<file path="src/rtl/shift_unit_pipe_if.sv">
// Request/result handshake bundle for shift_unit_pipe.
// The master drives requests and result-ready; the slave (the shifter) drives the rest.
interface shift_unit_pipe_if #(
  parameter int XLEN  = 64,
  parameter int TAG_W = 4
);
  logic             in_valid;
  logic             in_ready;
  logic [XLEN-1:0]  in_data;
  logic [XLEN-1:0]  in_shamt;
  logic [1:0]       in_op;
  logic             in_word;
  logic [TAG_W-1:0] in_tag;
  logic             out_valid;
  logic             out_ready;
  logic [XLEN-1:0]  out_data;
  logic [TAG_W-1:0] out_tag;

  modport master (
    output in_valid, in_data, in_shamt, in_op, in_word, in_tag, out_ready,
    input  in_ready, out_valid, out_data, out_tag
  );

  modport slave (
    input  in_valid, in_data, in_shamt, in_op, in_word, in_tag, out_ready,
    output in_ready, out_valid, out_data, out_tag
  );
endinterface

</file>
<file path="src/rtl/shift_unit_pipe.sv">
// Pipelined barrel shifter: SLL / SRL / SRA / ROR with optional 32-bit word mode.
// Every operation is reduced to a right shift or right rotate: SLL bit-reverses the
// operand on entry and again on exit. The log2(XLEN) mux levels are split across
// STAGES registers; the last stage register is the output register.
module shift_unit_pipe #(
  parameter int XLEN   = 64,
  parameter int STAGES = 2,
  parameter int TAG_W  = 4
) (
  input logic              clk,
  input logic              rst,
  shift_unit_pipe_if.slave bus
);

  localparam int LVLS = $clog2(XLEN);
  localparam int LPS  = (LVLS + STAGES - 1) / STAGES;  // mux levels per stage

  typedef enum logic [1:0] {
    OP_SLL = 2'b00,
    OP_SRL = 2'b01,
    OP_SRA = 2'b10,
    OP_ROR = 2'b11
  } op_e;

  typedef struct packed {
    logic             valid;
    logic [XLEN-1:0]  data;   // partial result (final result in the last stage)
    logic [LVLS-1:0]  amt;    // masked shift amount; each stage consumes its own bits
    op_e              op;
    logic             word;
    logic             fill;   // bit shifted in from the MSB side (SRA sign, else 0)
    logic [TAG_W-1:0] tag;
  } stage_t;

  stage_t stg_q [STAGES];
  stage_t stg_d [STAGES];
  stage_t src   [STAGES];
  stage_t entry;
  logic   advance;
  logic   unused_shamt;

  function automatic logic [XLEN-1:0] bit_rev(input logic [XLEN-1:0] x);
    logic [XLEN-1:0] r;
    for (int i = 0; i < XLEN; i++) r[i] = x[XLEN-1-i];
    return r;
  endfunction

  function automatic logic [XLEN-1:0] sext32(input logic [31:0] x);
    logic [XLEN-1:0] r;
    r       = {XLEN{x[31]}};
    r[31:0] = x;
    return r;
  endfunction

  // Apply mux levels lo..hi-1 (shift by 1,2,4,...) selected by the amount bits.
  function automatic logic [XLEN-1:0] run_levels(input stage_t s, input int lo, input int hi);
    logic [XLEN-1:0] d;
    d = s.data;
    for (int i = 0; i < LVLS; i++) begin
      if (i >= lo && i < hi && s.amt[i]) begin
        if (s.op == OP_ROR)
          d = (d >> (1 << i)) | (d << (XLEN - (1 << i)));
        else
          d = (d >> (1 << i)) | ({XLEN{s.fill}} & ~({XLEN{1'b1}} >> (1 << i)));
      end
    end
    return d;
  endfunction

  // The pipeline moves as a whole whenever the output slot is empty or being drained.
  assign advance = !stg_q[STAGES-1].valid || bus.out_ready;

  // Only the low shift-amount bits matter; the rest are deliberately dropped.
  assign unused_shamt = ^bus.in_shamt;

  // Entry formatting: choose operand view, fill bit and masked amount.
  // In word mode a rotate works on the operand replicated across the datapath,
  // so the low 32 bits of a wide rotate equal the 32-bit rotate.
  always_comb begin
    logic        word;
    logic [31:0] w32;
    logic [XLEN-1:0] opnd;
    // NOTE: every combinational output gets a default first so no path can infer a latch.
    entry = '0;
    word  = (XLEN > 32) ? bus.in_word : 1'b0;
    w32   = bus.in_data[31:0];
    opnd  = bus.in_data;
    if (word) begin
      case (op_e'(bus.in_op))
        OP_SRA:  opnd = sext32(w32);
        OP_ROR:  opnd = {(XLEN/32){w32}};
        default: opnd = XLEN'(w32);
      endcase
    end
    entry.valid = bus.in_valid;
    entry.op    = op_e'(bus.in_op);
    entry.word  = word;
    entry.tag   = bus.in_tag;
    entry.fill  = (entry.op == OP_SRA) && (word ? w32[31] : bus.in_data[XLEN-1]);
    entry.amt   = word ? LVLS'(bus.in_shamt[4:0]) : bus.in_shamt[LVLS-1:0];
    entry.data  = (entry.op == OP_SLL) ? bit_rev(opnd) : opnd;
  end

  // Per-stage next state: each stage applies its share of mux levels; the last
  // stage also undoes the SLL reversal and sign-extends word results.
  always_comb begin
    src[0] = entry;
    for (int k = 1; k < STAGES; k++) src[k] = stg_q[k-1];
    for (int k = 0; k < STAGES; k++) begin
      stg_d[k]      = src[k];
      stg_d[k].data = run_levels(src[k], k * LPS, (k + 1) * LPS);
      if (k == STAGES - 1) begin
        if (src[k].op == OP_SLL) stg_d[k].data = bit_rev(stg_d[k].data);
        if (src[k].word)         stg_d[k].data = sext32(stg_d[k].data[31:0]);
      end
    end
  end

  // Stage registers: all move together on advance, all hold otherwise.
  // NOTE: data and tag are reset too (not only valid) because the output register
  // must read as zero while reset is asserted.
  always_ff @(posedge clk or posedge rst) begin
    if (rst) begin
      for (int k = 0; k < STAGES; k++) stg_q[k] <= '0;
    end else if (advance) begin
      // NOTE: non-blocking assignment so every stage samples its predecessor's old value.
      for (int k = 0; k < STAGES; k++) stg_q[k] <= stg_d[k];
    end
  end

  assign bus.in_ready  = advance;
  assign bus.out_valid = stg_q[STAGES-1].valid;
  assign bus.out_data  = stg_q[STAGES-1].data;
  assign bus.out_tag   = stg_q[STAGES-1].tag;

endmodule

</file>
<file path="src/flat_wrapper.sv">
// flat-port wrapper written by rule: the top's interface ports become plain ports
module shift_unit_pipe_flat 
#(
  parameter int XLEN   = 64,
  parameter int STAGES = 2,
  parameter int TAG_W  = 4
)
  (clk, rst, bus_in_valid, bus_in_data, bus_in_shamt, bus_in_op, bus_in_word, bus_in_tag, bus_out_ready, bus_in_ready, bus_out_valid, bus_out_data, bus_out_tag);
  shift_unit_pipe_if #(.XLEN(XLEN), .TAG_W(TAG_W)) bus_i ();
  input logic clk;
  input logic rst;
  input wire logic [$bits(bus_i.in_valid)-1:0] bus_in_valid;
  input wire logic [$bits(bus_i.in_data)-1:0] bus_in_data;
  input wire logic [$bits(bus_i.in_shamt)-1:0] bus_in_shamt;
  input wire logic [$bits(bus_i.in_op)-1:0] bus_in_op;
  input wire logic [$bits(bus_i.in_word)-1:0] bus_in_word;
  input wire logic [$bits(bus_i.in_tag)-1:0] bus_in_tag;
  input wire logic [$bits(bus_i.out_ready)-1:0] bus_out_ready;
  output wire logic [$bits(bus_i.in_ready)-1:0] bus_in_ready;
  output wire logic [$bits(bus_i.out_valid)-1:0] bus_out_valid;
  output wire logic [$bits(bus_i.out_data)-1:0] bus_out_data;
  output wire logic [$bits(bus_i.out_tag)-1:0] bus_out_tag;
  assign bus_i.in_valid = bus_in_valid;
  assign bus_i.in_data = bus_in_data;
  assign bus_i.in_shamt = bus_in_shamt;
  assign bus_i.in_op = bus_in_op;
  assign bus_i.in_word = bus_in_word;
  assign bus_i.in_tag = bus_in_tag;
  assign bus_i.out_ready = bus_out_ready;
  assign bus_in_ready = bus_i.in_ready;
  assign bus_out_valid = bus_i.out_valid;
  assign bus_out_data = bus_i.out_data;
  assign bus_out_tag = bus_i.out_tag;
  shift_unit_pipe #(.XLEN(XLEN), .STAGES(STAGES), .TAG_W(TAG_W)) u_core (.clk(clk), .rst(rst), .bus(bus_i));
endmodule
</file>
<file path="config.mk">
export PLATFORM = sky130hd
export DESIGN_NAME = shift_unit_pipe_flat
export DESIGN_NICKNAME = d
export VERILOG_FILES = /design/src/rtl/shift_unit_pipe_if.sv /design/src/rtl/shift_unit_pipe.sv /design/src/flat_wrapper.sv
export SDC_FILE = /design/constraint.sdc
export NUM_CORES = 1
export LEC_CHECK = 0
export CORE_UTILIZATION = 56
export CTS_BUF_LIST = sky130_fd_sc_hd__clkbuf_2 sky130_fd_sc_hd__clkbuf_4 sky130_fd_sc_hd__clkbuf_8
export CTS_CLUSTER_DIAMETER = 150
export CTS_CLUSTER_SIZE = 14
export DETAILED_ROUTE_END_ITERATION = 10
export PLACE_DENSITY = 0.92
export SYNTH_ARGS = -nofsm -noshare
export SYNTH_HDL_FRONTEND = slang
export SYNTH_SLANG_ARGS = --single-unit
</file>
<file path="constraint.sdc">
create_clock -name clk -period 6.2 [get_ports clk]
set_input_delay 0.93 -clock clk [delete_from_list [all_inputs] [get_ports clk]]
set_output_delay 0.93 -clock clk [all_outputs]
set_load 0.05 [all_outputs]
</file>
# After elaboration in Yosys (flattened, before gate mapping)
# Cells that the tools add are included.
# totals
regBits,148
latchBits,0
mem_bits_rw,0
mem_bits_ro,0
in_bits,139
elab_cells,49
memories,0
# op_classes
add_sub_neg,0
multipliers,0
div,0
order_cmp,0
n_eq_ne,3
shift,0
muxes,19
bitwise,12
reduce_logical,5
# ops
op,count
two-way mux 64 bit,16
bitwise OR 32 x 64 -> 64 bit,2
bitwise OR 48 x 64 -> 64 bit,2
bitwise OR 56 x 64 -> 64 bit,2
bitwise OR 60 x 64 -> 64 bit,2
bitwise OR 62 x 64 -> 64 bit,2
bitwise OR 63 x 64 -> 64 bit,2
one-hot mux 64 bit (2 select lines),1
equality test 2 bit (second input constant),3
two-way mux 6 bit,1
zero test 2 bit,2
logical AND 1 bit,1
zero test 1 bit,1
logical OR 1 bit,1
two-way mux 1 bit,1

# Longest topological paths before layout
# depth
word_depth,13
ltp_mapped,11
depth_no_buf,7

# Worst setup path after synthesis
# No wires, ideal clock.
# synth_timing
kind,input port to output port
startpoint,input bus_out_ready
endpoint,output bus_in_ready
arrival_time_ps,2277
slack_ps,2993
stages,5
n_path_buf,3
path_cell_list,nor2b_1 > inv_1 > clkbuf_1 > clkbuf_1 > clkbuf_1
# synth_between
elab_chain_cells,1
# synth_rtl
item,line_no,source
start: declaration,flat_wrapper.sv:18,input wire logic [$bits(bus_i.out_ready)-1:0] bus_out_ready;
logical OR 1 bit,shift_unit_pipe.sv:71,assign advance = !stg_q[STAGES-1].valid || bus.out_ready;
end: declaration,flat_wrapper.sv:19,output wire logic [$bits(bus_i.in_ready)-1:0] bus_in_ready;
# No other way between the ends.

# Worst setup path after layout
# layout_timing
startpoint,input bus_in_word
endpoint,"register, netlist name u_core.src[72]"
# layout_between
elab_chain_cells,11
elab_cells_between_ends,16
classes_between,9 x mux; 6 x bitwise; 1 x reduce/logical
# layout_rtl
item,line_no,source
start: declaration,flat_wrapper.sv:16,input wire logic [$bits(bus_i.in_word)-1:0] bus_in_word;
two-way mux 64 bit,shift_unit_pipe.sv:88,if (word) begin
two-way mux 64 bit,shift_unit_pipe.sv:101,entry.data = (entry.op == OP_SLL) ? bit_rev(opnd) : opnd;
bitwise OR 63 x 64 -> 64 bit (on tied branches),"shift_unit_pipe.sv:64, shift_unit_pipe.sv:62",
two-way mux 64 bit,shift_unit_pipe.sv:61,if (s.op == OP_ROR)
two-way mux 64 bit,shift_unit_pipe.sv:60,if (i >= lo && i < hi && s.amt[i]) begin
bitwise OR 62 x 64 -> 64 bit,shift_unit_pipe.sv:62,d = (d >> (1 << i)) | (d << (XLEN - (1 << i)));
two-way mux 64 bit,shift_unit_pipe.sv:61,
two-way mux 64 bit *,shift_unit_pipe.sv:60,
bitwise OR 60 x 64 -> 64 bit (on tied branches),"shift_unit_pipe.sv:64, shift_unit_pipe.sv:62",
two-way mux 64 bit,shift_unit_pipe.sv:61,
two-way mux 64 bit *,shift_unit_pipe.sv:60,
# Mark *: on every way between the ends. The rest lies on a longest branch, timed or not.
# A chain may end at the register's enable or synchronous reset.

==> flow_summary_export.csv <==
group,metric,value,unit
final_layout,area_delta_synth_final,14.0,%
detailed_routing,detail_route.drc_violations,0,
hold_path,hp-class,"reg -> reg",
power_and_ir_drop,p_leak,5.51,nW
synth,postSynthRegisterBits,145,
detailed_routing,wire_per_inst,22.8,µm
timing,hold_viol,0,
setup_path,worstSetupPathType,"in -> reg",
timing,fin_worst_skew,0.0153,ns
cts,cts_buffers,17,
cts,ctsRootBufferMaster,"sky130_fd_sc_hd__clkbuf_8",
final_layout,finish.net_count,1570,
synth,syn_inst,1389,
place,place_congestion,0.997,
timing,final_min_period_over_clock_period,0.596,
grt,grt_first_pass_wirelength,61000,µm
setup_path,critical_path.endpoint_type,"flop",
timing,slew_headroom,0.250,
place,dp_hpwl,28300,µm
timing,timing.fmax,271,MHz
synth,post-synth-top-area-fraction,0.294,
detailed_routing,detailedRoute.firstIterationViolations,1932,
run_status,result_of_the_run,"completed",
timing,rsz0062_at_grt,"no",
synth,synthesis.area_per_instance,8.89,µm²
timing,max_slew.worst_pin.slew,1.13,ns
grt,grtUsageTotal,0.351,
cts,postCtsSetupBuffers,0,
synth,synth_top_cell_by_area,"sky130_fd_sc_hd__dfrtp_1",
synth,synth_sequential_area_ratio,0.294,
timing,setup_tns,0,ns
synth,post_synth_num_cell_types,55,
setup_path,crit_required,6.59,ns
cts,cts_resized,0,
power_and_ir_drop,power.total,4.83,mW
detailed_routing,avgViaCountPerCell,7.04,
cts,cts_buffer_depth,2,
detailed_routing,ant_nets,0,
synth,asyncSetResetFlopFracSynth,1.00,
cts,cts_hold_buf,0,
synth,ys.warnings.count,0,
setup_path,worstPathArrival,4.09,ns
setup_path,cp_common_cell,"sky130_fd_sc_hd__a221oi_1",
detailed_routing,via_count,12106,
cts,ctsHtreeMaxLevel,4,
synth,postSynthNetCount,1528,
detailed_routing,drt_pass1_iterations,7,
grt,grt_antenna_before_repair,0,
synth,synth.top_cells.by_area,"sky130_fd_sc_hd__dfrtp_1 (29%), sky130_fd_sc_hd__mux2i_1 (12%), sky130_fd_sc_hd__mux4_2 (11%), sky130_fd_sc_hd__nor2_1 (5.6%), sky130_fd_sc_hd__a21oi_1 (5.4%)",
cts,cts_tree,"built",
setup_path,critical-path-max-stage-delay,0.68,ns
setup_path,crit_path_top_delay_cell,"sky130_fd_sc_hd__nand2_1",
floorplanning,design.core.area,21300,µm²
power_and_ir_drop,pwr_density_cell,343,nW/µm²
timing,setup-violations-final,0,
floorplanning,start_util,0.580,
cts,clk_sink_count,145,
grt,grt_overflow,0,
job,timing.max_cap.violations,0,
synth,synth_enable_flop_cells,0,
timing,maxSlewViolCount,0,
detailed_routing,wirelength,39200,µm
floorplanning,design.portCount,209,
power_and_ir_drop,peakVddDrop,0.186,mV
final_layout,ratio_of_cells_with_drive_above_1_in_the_final_layout,0.134,
floorplanning,y_dimension_of_the_die,150,µm
cts,clock_latency,0.47,ns
timing,final.min_clock_period,3.69,ns
floorplanning,chip_width,150,µm
timing,hold_ws,0.466,ns
grt,largest_net_degree_at_the_start_of_global_routing,107,
final_layout,diode_count,0,
cts,cts.reportedPaths.clkPinSlew,0.09,ns
setup_path,worst_path_fanout_max,39,
synth,synthesis.area,12300,µm²
synth,postSynth.topFlopCell,"sky130_fd_sc_hd__dfrtp_1",
grt,grt_pass1_vias,11026,
floorplanning,die_area,22600,µm²
place,placement.io_buffers,150,
setup_path,path_cells,"clkdlybuf4s50_1 -> buf_4 -> nand2_1 -> a21oi_1 -> a221oi_1 -> a221oi_1 -> o22ai_1 -> nor2_1",
floorplanning,fp_rows,53,
setup_path,critPathLaunchType,"input port",
[kinds of logic (layout without fill, tap and decap cells)]
family | Yosys count | count (layout) | share of synthesized area
xor+xnor | 2 | 2 | 0.00142
mux | 240 | 240 | 0.257
flops | 145 | 145 | 0.294
compound gates | 434 | 434 | 0.234
simple gates | 416 | 416 | 0.159
buf+inv | 152 | 207 | 0.0544
[metrics by stage]
step / setup WS [ns] / cells / instance area, µm² / util
final: 2.51 / 1719 / 14100 / 0.661
after global routing: 2.36 / 1719 / 14100 / 0.661
after CTS: 2.58 / 1719 / 14100 / 0.661
after detailed placement: 2.10 / 1687 / 13700 / 0.643
after global placement: 2.16 / 1687 / 13700 / 0.643
after floorplan: 1.38 / 1389 / 12300 / -
[final cells by class]
type | count | area, µm²
fillers | 1705 | 7220
clock buffers | 21 | 270
flip-flops and latches | 145 | 3640
well taps | 275 | 344
repair buffers | 168 | 1620
multi-input cells | 1092 | 8060
clock inverters | 11 | 106
inverters | 7 | 33.8
[where the power goes]
| part | internal (mW) | switching [mW] | total (mW) |
|---|---|---|---|
| Combinational | 0.987 | 1.61 | 2.60 |
| Clock | 0.344 | 0.383 | 0.727 |
| Sequential | 1.20 | 0.306 | 1.51 |
[cell usage in the layout (no fill, tap or decap), types with 28 or more instances in the layout]
master	Yosys	routed
sky130_fd_sc_hd__mux4_2	58	58
sky130_fd_sc_hd__nor2_1	183	181
sky130_fd_sc_hd__a21oi_1	134	134
sky130_fd_sc_hd__nand2_1	116	116
sky130_fd_sc_hd__o22ai_1	62	62
sky130_fd_sc_hd__nor4b_1	28	28
sky130_fd_sc_hd__dfrtp_1	145	142
sky130_fd_sc_hd__clkdlybuf4s50_1	0	147
sky130_fd_sc_hd__a221o_1	32	32
sky130_fd_sc_hd__mux2i_1	143	143
sky130_fd_sc_hd__mux2_2	39	39
sky130_fd_sc_hd__o21ai_0	57	57
[metal layers]
metal	vias up	GRT usage	wire length (µm)
li1	5343	-	-
met1	5789	0.480	15200
met3	139	0.0697	4170
met4	0	0.149	1800
met2	835	0.542	18000
met5	-	0	0
[worst paths after layout]
kind	start	to	slack, ns	cells past startpoint
setup / recovery	bus_in_word	u_core.src[72]	2.51	8
hold reg to reg	u_core.src[78]	u_core.src[78]	0.47	2
setup reg to reg	u_core.src[7]	u_core.bus.out_data[61]	2.58	7
min in group asynchronous	rst	u_core.bus.out_data[2]	0.99	2
hold / removal	u_core.src[78]	u_core.src[78]	0.47	2
max in group asynchronous	rst	u_core.bus.out_data[16]	3.99	3
[Yosys cell counts, types with 15 or more instances]
library cell,instances
sky130_fd_sc_hd__a211oi_1,23
sky130_fd_sc_hd__a21oi_1,134
sky130_fd_sc_hd__a221o_1,32
sky130_fd_sc_hd__a22oi_1,20
sky130_fd_sc_hd__and2_1,16
sky130_fd_sc_hd__buf_1,20
sky130_fd_sc_hd__buf_2,39
sky130_fd_sc_hd__clkbuf_1,76
sky130_fd_sc_hd__dfrtp_1,145
sky130_fd_sc_hd__mux2_2,39
sky130_fd_sc_hd__mux2i_1,143
sky130_fd_sc_hd__mux4_2,58
sky130_fd_sc_hd__nand2_1,116
sky130_fd_sc_hd__nor2_1,183
sky130_fd_sc_hd__nor4b_1,28
sky130_fd_sc_hd__o21a_1,23
sky130_fd_sc_hd__o21ai_0,57
sky130_fd_sc_hd__o221a_2,15
sky130_fd_sc_hd__o22ai_1,62
[sequential cells by signal (all words and copies together) (netlist names)]
signal / cells
u_core.src: 76
u_core.bus.out_data: 64
u_core.bus.out_valid: 1
u_core.bus.out_tag: 4
[critical path, delay by kind of cell]
| family | cells | cell delay, ns |
|---|---|---|
| simple gates | 2 | 0.84 |
| compound gates | 4 | 1.47 |
| buf+inv | 2 | 0.83 |
Note: power is estimated with default switching activity, not from simulation.
